### config.mk
export PLATFORM = sky130hd
export DESIGN_NAME = tx_bit_feeder
export DESIGN_NICKNAME = d
export VERILOG_FILES = /design/src/rtl/tx_bit_feeder_pkg.sv /design/src/rtl/tx_bit_feeder_piso_shifter.sv /design/src/rtl/tx_bit_feeder.sv
export SDC_FILE = /design/constraint.sdc
export NUM_CORES = 1
export LEC_CHECK = 0
export CAP_MARGIN = 15
export CELL_PAD_IN_SITES_DETAIL_PLACEMENT = 0
export CELL_PAD_IN_SITES_GLOBAL_PLACEMENT = 1
export CORE_UTILIZATION = 35
export CTS_CLUSTER_DIAMETER = 120
export DETAILED_ROUTE_END_ITERATION = 10
export DONT_BUFFER_PORTS = 1
export GPL_TIMING_DRIVEN = 0
export HOLD_SLACK_MARGIN = 0.06
export PLACE_DENSITY = 0.61
export SYNTH_ARGS = -nofsm -noshare
export SYNTH_HDL_FRONTEND = slang
export SYNTH_SLANG_ARGS = --single-unit
export TNS_END_PERCENT = 50
### constraint.sdc
create_clock -name clk -period 4.9 [get_ports clk]
set_clock_uncertainty 0.1 [all_clocks]
set_input_delay 0.98 -clock clk [delete_from_list [all_inputs] [get_ports clk]]
set_output_delay 0.98 -clock clk [all_outputs]
set_load 0.02 [all_outputs]
### src/rtl/tx_bit_feeder_pkg.sv
// tx_bit_feeder shared parameters and types.
// Encoder limits, code-rate codes and the feeder FSM state set.
package tx_bit_feeder_pkg;

    localparam int MAX_CONSTRAINT_LENGTH = 7;
    localparam int MAX_CODE_RATE = 3;
    localparam int POLY_W = MAX_CONSTRAINT_LENGTH * MAX_CODE_RATE;

    localparam int FRAME_LEN_DEF = 128;

    localparam logic CODE_RATE_2 = 1'b0;
    localparam logic CODE_RATE_3 = 1'b1;

    typedef enum logic [2:0] {
        ST_IDLE,
        ST_CLR,
        ST_FEED,
        ST_WAIT,
        ST_DONE
    } fsm_state_t;

endpackage

### src/rtl/tx_bit_feeder_piso_shifter.sv
// tx_bit_feeder parallel-in serial-out shifter with bit counter.
// Presents the frame MSB first; the counter tracks bits handed off.
module piso_shifter #(
    parameter int WIDTH = 128,
    parameter int CW = $clog2(WIDTH) + 1
) (
    input  logic             clk,
    input  logic             rst_n,
    input  logic             load,
    input  logic [WIDTH-1:0] load_data,
    input  logic             shift,
    input  logic             cnt_inc,
    input  logic             cnt_clr,
    output logic             msb,
    output logic [CW-1:0]    cnt
);
    logic [WIDTH-1:0] sr_q, sr_d;
    logic [CW-1:0]    cnt_q, cnt_d;

    // next shift-register contents and bit count
    always_comb begin
        sr_d  = sr_q;
        cnt_d = cnt_q;
        if (load) begin
            sr_d  = load_data;
            cnt_d = '0;
        end else begin
            if (shift) begin
                sr_d = {sr_q[WIDTH-2:0], 1'b0};
            end
            if (cnt_clr) begin
                cnt_d = '0;
            end else if (cnt_inc) begin
                cnt_d = cnt_q + CW'(1);
            end
        end
    end

    // shifter and counter registers
    always_ff @(posedge clk or negedge rst_n) begin
        if (!rst_n) begin
            sr_q  <= '0;
            cnt_q <= '0;
        end else begin
            sr_q  <= sr_d;
            cnt_q <= cnt_d;
        end
    end

    assign msb = sr_q[WIDTH-1];
    assign cnt = cnt_q;
endmodule

### src/rtl/tx_bit_feeder.sv
// tx_bit_feeder: serialises a latched frame into a convolutional encoder.
// Restarts the encoder, feeds FRAME_LEN bits MSB first, waits for done.
module tx_bit_feeder
    import tx_bit_feeder_pkg::*;
#(
    parameter int FRAME_LEN    = FRAME_LEN_DEF,
    parameter int DONE_TIMEOUT = 4
) (
    input  logic                 clk,
    input  logic                 rst,
    input  logic                 i_frame_valid,
    output logic                 o_frame_ready,
    input  logic [FRAME_LEN-1:0] i_frame_data,
    input  logic                 i_code_rate,
    input  logic [POLY_W-1:0]    i_gen_poly,
    output logic                 o_enc_rst,
    output logic                 o_en_ce,
    output logic                 o_tx_data,
    output logic                 o_code_rate,
    output logic [POLY_W-1:0]    o_gen_poly,
    input  logic                 i_encoder_done,
    output logic                 o_busy,
    output logic                 o_frame_done,
    output logic                 o_error
);
    localparam int CW = $clog2(FRAME_LEN) + 1;
    localparam int TW = $clog2(DONE_TIMEOUT + 1);

    fsm_state_t state_q, state_d;
    logic [TW-1:0] to_cnt_q, to_cnt_d;

    logic ready_q, ready_d;
    logic enc_rst_q, enc_rst_d;
    logic en_ce_q, en_ce_d;
    logic tx_q, tx_d;
    logic rate_q, rate_d;
    logic [POLY_W-1:0] poly_q, poly_d;
    logic busy_q, busy_d;
    logic done_q, done_d;
    logic err_q, err_d;

    logic          load;
    logic          shift;
    logic          cnt_inc;
    logic          cnt_clr;
    logic          msb;
    logic [CW-1:0] bit_cnt;

    piso_shifter #(
        .WIDTH(FRAME_LEN),
        .CW   (CW)
    ) u_piso (
        .clk      (clk),
        .rst_n    (rst),
        .load     (load),
        .load_data(i_frame_data),
        .shift    (shift),
        .cnt_inc  (cnt_inc),
        .cnt_clr  (cnt_clr),
        .msb      (msb),
        .cnt      (bit_cnt)
    );

    // next state, shifter control and registered-output values
    always_comb begin
        state_d  = state_q;
        to_cnt_d = to_cnt_q;
        rate_d   = rate_q;
        poly_d   = poly_q;
        load     = 1'b0;
        shift    = 1'b0;
        cnt_inc  = 1'b0;
        cnt_clr  = 1'b0;
        err_d    = 1'b0;

        unique case (state_q)
            ST_IDLE: begin
                if (i_frame_valid && ready_q) begin
                    load    = 1'b1;
                    rate_d  = i_code_rate;
                    poly_d  = i_gen_poly;
                    state_d = ST_CLR;
                end
            end
            ST_CLR: begin
                shift   = 1'b1;
                state_d = ST_FEED;
            end
            ST_FEED: begin
                if (bit_cnt == CW'(FRAME_LEN - 1)) begin
                    cnt_clr  = 1'b1;
                    to_cnt_d = '0;
                    state_d  = ST_WAIT;
                end else begin
                    shift   = 1'b1;
                    cnt_inc = 1'b1;
                end
            end
            ST_WAIT: begin
                to_cnt_d = to_cnt_q + TW'(1);
                if (i_encoder_done) begin
                    to_cnt_d = '0;
                    state_d  = ST_DONE;
                end else if (to_cnt_d == TW'(DONE_TIMEOUT)) begin
                    to_cnt_d = '0;
                    err_d    = 1'b1;
                    state_d  = ST_IDLE;
                end
            end
            ST_DONE: begin
                state_d = ST_IDLE;
            end
            default: begin
                state_d = ST_IDLE;
            end
        endcase

        ready_d   = (state_d == ST_IDLE);
        enc_rst_d = (state_d != ST_CLR);
        en_ce_d   = (state_d == ST_FEED);
        busy_d    = (state_d != ST_IDLE);
        done_d    = (state_d == ST_DONE);
        tx_d      = shift ? msb : 1'b0;
    end

    // state, timeout counter and output registers
    always_ff @(posedge clk or negedge rst) begin
        if (!rst) begin
            state_q   <= ST_IDLE;
            to_cnt_q  <= '0;
            ready_q   <= 1'b0;
            enc_rst_q <= 1'b0;
            en_ce_q   <= 1'b0;
            tx_q      <= 1'b0;
            rate_q    <= 1'b0;
            poly_q    <= '0;
            busy_q    <= 1'b0;
            done_q    <= 1'b0;
            err_q     <= 1'b0;
        end else begin
            state_q   <= state_d;
            to_cnt_q  <= to_cnt_d;
            ready_q   <= ready_d;
            enc_rst_q <= enc_rst_d;
            en_ce_q   <= en_ce_d;
            tx_q      <= tx_d;
            rate_q    <= rate_d;
            poly_q    <= poly_d;
            busy_q    <= busy_d;
            done_q    <= done_d;
            err_q     <= err_d;
        end
    end

    assign o_frame_ready = ready_q;
    assign o_enc_rst     = enc_rst_q;
    assign o_en_ce       = en_ce_q;
    assign o_tx_data     = tx_q;
    assign o_code_rate   = rate_q;
    assign o_gen_poly    = poly_q;
    assign o_busy        = busy_q;
    assign o_frame_done  = done_q;
    assign o_error       = err_q;
endmodule

==> results of run 1 <==
==> layout make-up <==
cell class	instances	share of cell area (%)
inverters	2	0.0637
flip-flops and latches	171	36.3
well taps	390	4.14
plain buffers	148	6.86
multi-input cells	902	48.0
clock buffers	18	3.64
diodes	1	0.0212
clock inverters	13	1.03
==> final timing paths <==
| path | from | end | slack, ps | cells past startpoint |
|---|---|---|---|---|
| max in group asynchronous | rst | u_piso.sr_q[88]$_DFFE_PN0P_ | 4330 | 0 |
| hold / removal | rst | u_piso.sr_q[12]$_DFFE_PN0P_ | 130 | 0 |
| setup / recovery | o_frame_ready$_DFF_PN0_ | u_piso.sr_q[44]$_DFFE_PN0P_ | 2320 | 7 |
| hold reg to reg | to_cnt_q[2]$_DFFE_PN0P_ | to_cnt_q[2]$_DFFE_PN0P_ | 400 | 1 |
| setup reg to reg | o_frame_ready$_DFF_PN0_ | u_piso.sr_q[44]$_DFFE_PN0P_ | 2320 | 7 |
| min in group clk | to_cnt_q[2]$_DFFE_PN0P_ | to_cnt_q[2]$_DFFE_PN0P_ | 400 | 1 |
==> per-layer routing <==
metal | track usage (%) | vias to the layer above
met1 | 32.5 | 5074
met2 | 36.8 | 295
li1 | - | 4801
met3 | 6.25 | 33
met5 | 0 | -
met4 | 5.35 | 0
==> kinds of logic after synthesis <==
kind of cell	share of synthesized area (%)
and+or+nand+nor	19.8
xor gates and xnor gates	0.489
buffers and inverters	7.59
AOI/OAI and AO/OA	31.9
DFF	39.8
adders and majority gates	0.349
==> sequential cells by signal (all words and copies together) (netlist names) <==
register / flops
o_enc_rst: 1
state_q: 3
o_busy: 1
o_frame_ready: 1
to_cnt_q: 3
o_frame_done: 1
o_tx_data: 1
o_en_ce: 1
u_piso.sr_q: 128
o_code_rate: 1
u_piso.cnt: 8
o_gen_poly: 21
o_error: 1
==> placed cells by master (no fill, tap or decap), types with 2 or more instances in the layout <==
cell type,count
and3_1,257
dfrtp_1,171
a21oi_1,130
o21ai_0,129
o22ai_1,127
o32a_1,126
clkbuf_1,84
nand2_1,72
buf_2,31
buf_6,28
clkbuf_16,17
nor2_1,15
xor2_1,6
buf_1,5
nand3_1,5
clkinvlp_4,5
nand2b_1,3
nand4_1,3
a21o_1,3
ha_1,3
clkinv_4,3
nor2b_1,2
or3_1,2
o21ai_1,2
nor3_1,2
a22o_1,2
clkinv_2,2
inv_6,2
==> power groups by stage <==
stage	clock [W]	combinational [W]	sequential [W]
2_1_floorplan	0	0.00348	0.00270
3_3_place_gp	0	0.00438	0.00292
3_5_place_dp	0	0.00443	0.00291
4_1_cts	0.00138	0.00445	0.00289
5_1_grt	0.00143	0.00494	0.00302
6_report	0.00133	0.00445	0.00291
==> through the flow <==
| step | cell area (um2) | hold slack [ps] | std cells | utilization [%] |
|---|---|---|---|---|
| after floorplan | 10700 | 364 | 1223 | - |
| after global placement | 11200 | 386 | 1613 | 37.5 |
| after detailed placement | 11200 | 386 | 1613 | 37.5 |
| after CTS | 11800 | 102 | 1644 | 39.3 |
| after global routing | 11800 | 90.1 | 1644 | 39.3 |
| final | 11800 | 126 | 1645 | 39.4 |
==> results.json, run 1 <==
{
  "area_growth_pct": 9.69,
  "worstHoldPathType": "in -> async",
  "post_cts_buffers": 0,
  "slowest_stage": "dfrtp_1",
  "top_layer": "met4",
  "maxSlewViolCount": 0,
  "tightest_slew_ps": 817,
  "clkPwrFrac_pct": 15.4,
  "cp.arrival_ps": 2860,
  "htree_levels": 4,
  "yosysMostFrequentCell": "and3_1",
  "wl_met2_um": 17000,
  "critical_path.max_stage_delay_ps": 500,
  "drive_gt1_share_pct": 7.66,
  "vias_per_cell": 6.20,
  "p_per_area_nw_per_um2": 737,
  "synth_nets": 1380,
  "setup.worst_path.start_class": "register",
  "hold_viol": 0,
  "final_nets": 1399,
  "synth.area.top_cells": "dfrtp_1 (40%), and3_1 (15%), o32a_1 (12%)",
  "clockBufferDepth": 2,
  "rows": 63,
  "ant_nets": 0,
  "place_congestion": 0.786,
  "p_switching_w": 0.00382,
  "ctsHoldBuffers": 0,
  "seq_power_share_pct": 33.5,
  "synth_area_leader_cell": "dfrtp_1",
  "cp_top_family": "buffers and inverters",
  "start_util_pct": 35.9,
  "ys_ff_latch": 171,
  "die_h_um": 177,
  "fin_ws_ps": 2320,
  "power.total_w": 0.00869,
  "die_w_um": 177,
  "numPortBuffers": 0,
  "path_cells": "and2_1 > buf_2 > and3_1 > inv_2 > buf_2 > clkbuf_1 > o32a_1",
  "antenna_found_initial": 1,
  "status": "finished, final reports clean",
  "tritoncts": "yes",
  "seq_area_frac_synth_pct": 39.8,
  "drt-total-wl_um": 37300,
  "grt_max_degree": 172,
  "grt_pass1_vias": 10100,
  "grt_setup_unrepaired": "false",
  "grt.overflow.total": 0,
  "critPathKind": "reg -> reg",
  "path_clk_slew_ps": 70,
  "power.share.switching_pct": 44.0,
  "finalSetupViolCount": 0,
  "fmax_ghz": 0.387,
  "clk_latency_ps": 450,
  "grt.total_usage_pct": 23.7,
  "synth.distinct_cells": 39,
  "cts_root_buf": "clkbuf_16",
  "worst-path-buf-inv": 4,
  "cts_resized": 0,
  "fin_setup_tns_ps": 0,
  "worstSetupEndpointType": "register",
  "worstPathRequired_ps": 5180,
  "firstDrtPassIters": 5,
  "wl_met3_um": 2520,
  "avgSynthCellArea_um2": 8.79,
  "post-route-period-util_pct": 52.7,
  "p_comb_share_pct": 51.1,
  "die_area_um2": 31400,
  "drt_iter0_drc": 857,
  "peakVddDrop_mv": 0.306,
  "grt_pass1_wl_um": 58100,
  "synth_edf_count": 0,
  "dp_worst_setup_slack_ps": 1850,
  "wl_met1_um": 17300,
  "dp_hpwl_um": 23900,
  "via_count": 10200,
  "ys.flop_type": "dfrtp_1",
  "async_flop_share_pct": 100,
  "numClockSinks": 171,
  "synthTopCellsByCount": "and3_1 (257), dfrtp_1 (171), a21oi_1 (130)",
  "p_int_w": 0.00487,
  "multi_input_area_um2": 5650,
  "core_area_um2": 30000,
  "maxSlewHeadroom_pct": 45.5,
  "cts-buffers-inserted": 17,
  "fill_cells": 3035,
  "yosys_warnings": 0,
  "drc": 0,
  "period_minus_slack_ps": 2580,
  "synth_top_area_share_pct": 39.8,
  "worst-path-max-fanout": 10,
  "syn_area_um2": 10700,
  "ff_latch_area_um2": 4280,
  "maxCapViolations": 0,
  "leakagePower_nw": 5.58,
  "wire_per_inst_um": 22.7,
  "syn-instance-count": 1223,
  "path_common_cell": "buf_2",
  "io_pins": 183
}
No activity file was read; power rests on OpenSTA's default activity.
==> run 2: changes to the inputs <==
==> constraint.sdc (replaced) <==
create_clock -name clk -period 2.5 [get_ports clk]
set_clock_uncertainty 0.1 [all_clocks]
set_input_delay 0.5 -clock clk [delete_from_list [all_inputs] [get_ports clk]]
set_output_delay 0.5 -clock clk [all_outputs]
set_load 0.02 [all_outputs]
==> results.json, run 2 (synthesized netlist as in run 1, its figures left out) <==
{
  "io_pins": 183,
  "status": "complete, but fails checks",
  "core_area_um2": 30000,
  "numPortBuffers": 0,
  "post_cts_buffers": 0,
  "grt.overflow.total": 0,
  "post-route-period-util_pct": 93.5,
  "tightest_slew_ps": 654,
  "worstHoldPathType": "in -> async",
  "critPathKind": "reg -> reg",
  "worst-path-max-fanout": 10,
  "path_clk_slew_ps": 70,
  "period_minus_slack_ps": 2340,
  "place_congestion": 0.786,
  "fill_cells": 3018,
  "stdcell_count": 1671,
  "firstDrtPassIters": 5,
  "final_nets": 1425,
  "fmax_ghz": 0.428,
  "finalSetupViolCount": 0,
  "die_area_um2": 31400,
  "r2r_setup_slack_ps": 160,
  "wire_per_inst_um": 22.4,
  "placed_cells": 1613,
  "worstSetupEndpointType": "register",
  "top_register": "u_piso.sr_q",
  "maxCapViolations": 0,
  "vias_per_cell": 6.23,
  "clk_latency_ps": 450,
  "via_count": 10400,
  "holdWs_ps": -351,
  "numClockSinks": 171,
  "grt.total_usage_pct": 23.8,
  "grt_pass1_wl_um": 58500,
  "cts_root_buf": "clkbuf_16",
  "leakagePower_nw": 5.72,
  "hold_viol": 171,
  "final_common_cell": "and3_1",
  "grt_setup_unrepaired": "false",
  "cp.arrival_ps": 2560,
  "final_cell_mix": "and3_1 (257), dfrtp_1 (171), a21oi_1 (130)",
  "peakVddDrop_mv": 0.602,
  "drt_iter0_drc": 877,
  "tritoncts": "yes",
  "dp_hpwl_um": 23900,
  "final_util_pct": 40.3,
  "grt_pass1_vias": 10200,
  "cts-buffers-inserted": 17,
  "ant_nets": 0,
  "violations": "negative hold slack",
  "p_per_area_nw_per_um2": 1420,
  "rows": 63,
  "r2r-start": "o_frame_ready$_DFF_PN0_",
  "antenna_found_initial": 1,
  "area_growth_pct": 12.3,
  "maxSlewViolCount": 0,
  "clockBufferDepth": 2,
  "r2r-end": "u_piso.sr_q[59]$_DFFE_PN0P_",
  "drt-total-wl_um": 37500,
  "die_h_um": 177,
  "reg2reg_depth": 7,
  "htree_levels": 4,
  "die_w_um": 177,
  "fin_setup_tns_ps": 0,
  "grt_max_degree": 172,
  "drc": 0,
  "start_util_pct": 35.9,
  "worstPathRequired_ps": 2720,
  "setup.worst_path.start_class": "register",
  "drive_gt1_share_pct": 8.44,
  "largest_register_ffs": 128,
  "maxSlewHeadroom_pct": 56.4
}
## run 2: cell types whose count changed in the layout (fill, tap and decap cells not counted)
| cell | before | now |
|---|---|---|
| clkbuf_4 | 0 | 1 |
| buf_2 | 31 | 30 |
| clkbuf_1 | 84 | 72 |
| clkbuf_2 | 0 | 12 |
| nor3b_4 | 0 | 1 |
| dlygate4sd3_1 | 0 | 26 |
| nor3b_2 | 1 | 0 |
## run 2: per-stage QoR
step | total power [W] | setup slack (ps) | instance area [um2]
floorplan | 0.0121 | 609 | 10700
global placement | 0.0143 | -115 | 11200
detailed placement | 0.0144 | -108 | 11200
CTS | 0.0171 | -118 | 12000
global route | 0.0185 | 1.54 | 12100
finish | 0.0171 | 163 | 12100
## run 2: critical path: stages (launching register included)
cell and delay [ps]:
dfrtp_1 540, and2_1 170, buf_2 290, and3_1 260, inv_2 110, clkbuf_4 260, clkbuf_2 250, o32a_1 220
## run 2: report_power, final
group	internal, W	leakage [nW]	switching (W)
registers	0.00412	2.14	0.00159
logic	0.00411	3.32	0.00467
clock network	0.00137	0.255	0.00124
## run 2: area by class of cell
type / count / area, um2 / area share (%)
Multi-Input combinational cell: 902 / 5660 / 46.9
Sequential cell: 171 / 4280 / 35.4
Buffer: 148 / 826 / 6.84
Tap cell: 390 / 488 / 4.04
Clock buffer: 18 / 429 / 3.55
Timing Repair Buffer: 26 / 260 / 2.16
Clock inverter: 13 / 121 / 1.01
Inverter: 2 / 7.51 / 0.0622
Antenna cell: 1 / 2.50 / 0.0207
## run 2: repair_timing
action | in CTS | in global routing
hold endpoints to repair | 196 | 172
hold buffers | 25 | 1
endpoints found under the setup margin | 76 | 86
resized for setup | 4 | 19
## run 2: worst max-delay path by stage
| stage | from | endpoint | slack [ps] | cells past startpoint |
|---|---|---|---|---|
| 4_1_cts | o_frame_ready$_DFF_PN0_ | u_piso.sr_q[92]$_DFFE_PN0P_ | -120 | 7 |
| 2_1_floorplan | u_piso.cnt[0]$_DFFE_PN0P_ | u_piso.sr_q[100]$_DFFE_PN0P_ | 610 | 6 |
| 3_3_place_gp | o_frame_ready$_DFF_PN0_ | u_piso.sr_q[39]$_DFFE_PN0P_ | -110 | 7 |
| 3_5_place_dp | o_frame_ready$_DFF_PN0_ | u_piso.sr_q[87]$_DFFE_PN0P_ | -110 | 7 |
| 5_1_grt | o_frame_ready$_DFF_PN0_ | u_piso.sr_q[74]$_DFFE_PN0P_ | 2 | 7 |
| 6_report | o_frame_ready$_DFF_PN0_ | u_piso.sr_q[59]$_DFFE_PN0P_ | 160 | 7 |
## run 2: layer usage
layer / wire length (um) / share of wire (%) / vias up / track usage [%]
li1: - / - / 4874 / -
met3: 2450 / 6.5 / 27 / 6.25
met5: 0 / 0 / - / 0
met1: 17300 / 46 / 5189 / 32.7
met4: 431 / 1.2 / 0 / 5.21
met2: 17300 / 46 / 314 / 37.2
==> run 3: changes to the inputs <==
==> constraint.sdc (replaced) <==
create_clock -name clk -period 2.9 [get_ports clk]
set_clock_uncertainty 0.1 [all_clocks]
set_input_delay 0.58 -clock clk [delete_from_list [all_inputs] [get_ports clk]]
set_output_delay 0.58 -clock clk [all_outputs]
set_load 0.02 [all_outputs]
==> results of run 3 <==
The final DEF is identical to that of run 1. Status: complete, but fails checks: negative hold slack.
Among the figures that moved: setup slack after placement 1850 ps -> 251 ps; setup slack after layout 2320 ps -> 318 ps; hold slack 126 ps -> -274 ps; number of hold violations in the final report 0 -> 171; register-to-register setup slack 2320 ps -> 320 ps; total power 0.00869 W -> 0.0147 W; worst IR drop on VDD 0.306 mV -> 0.517 mV
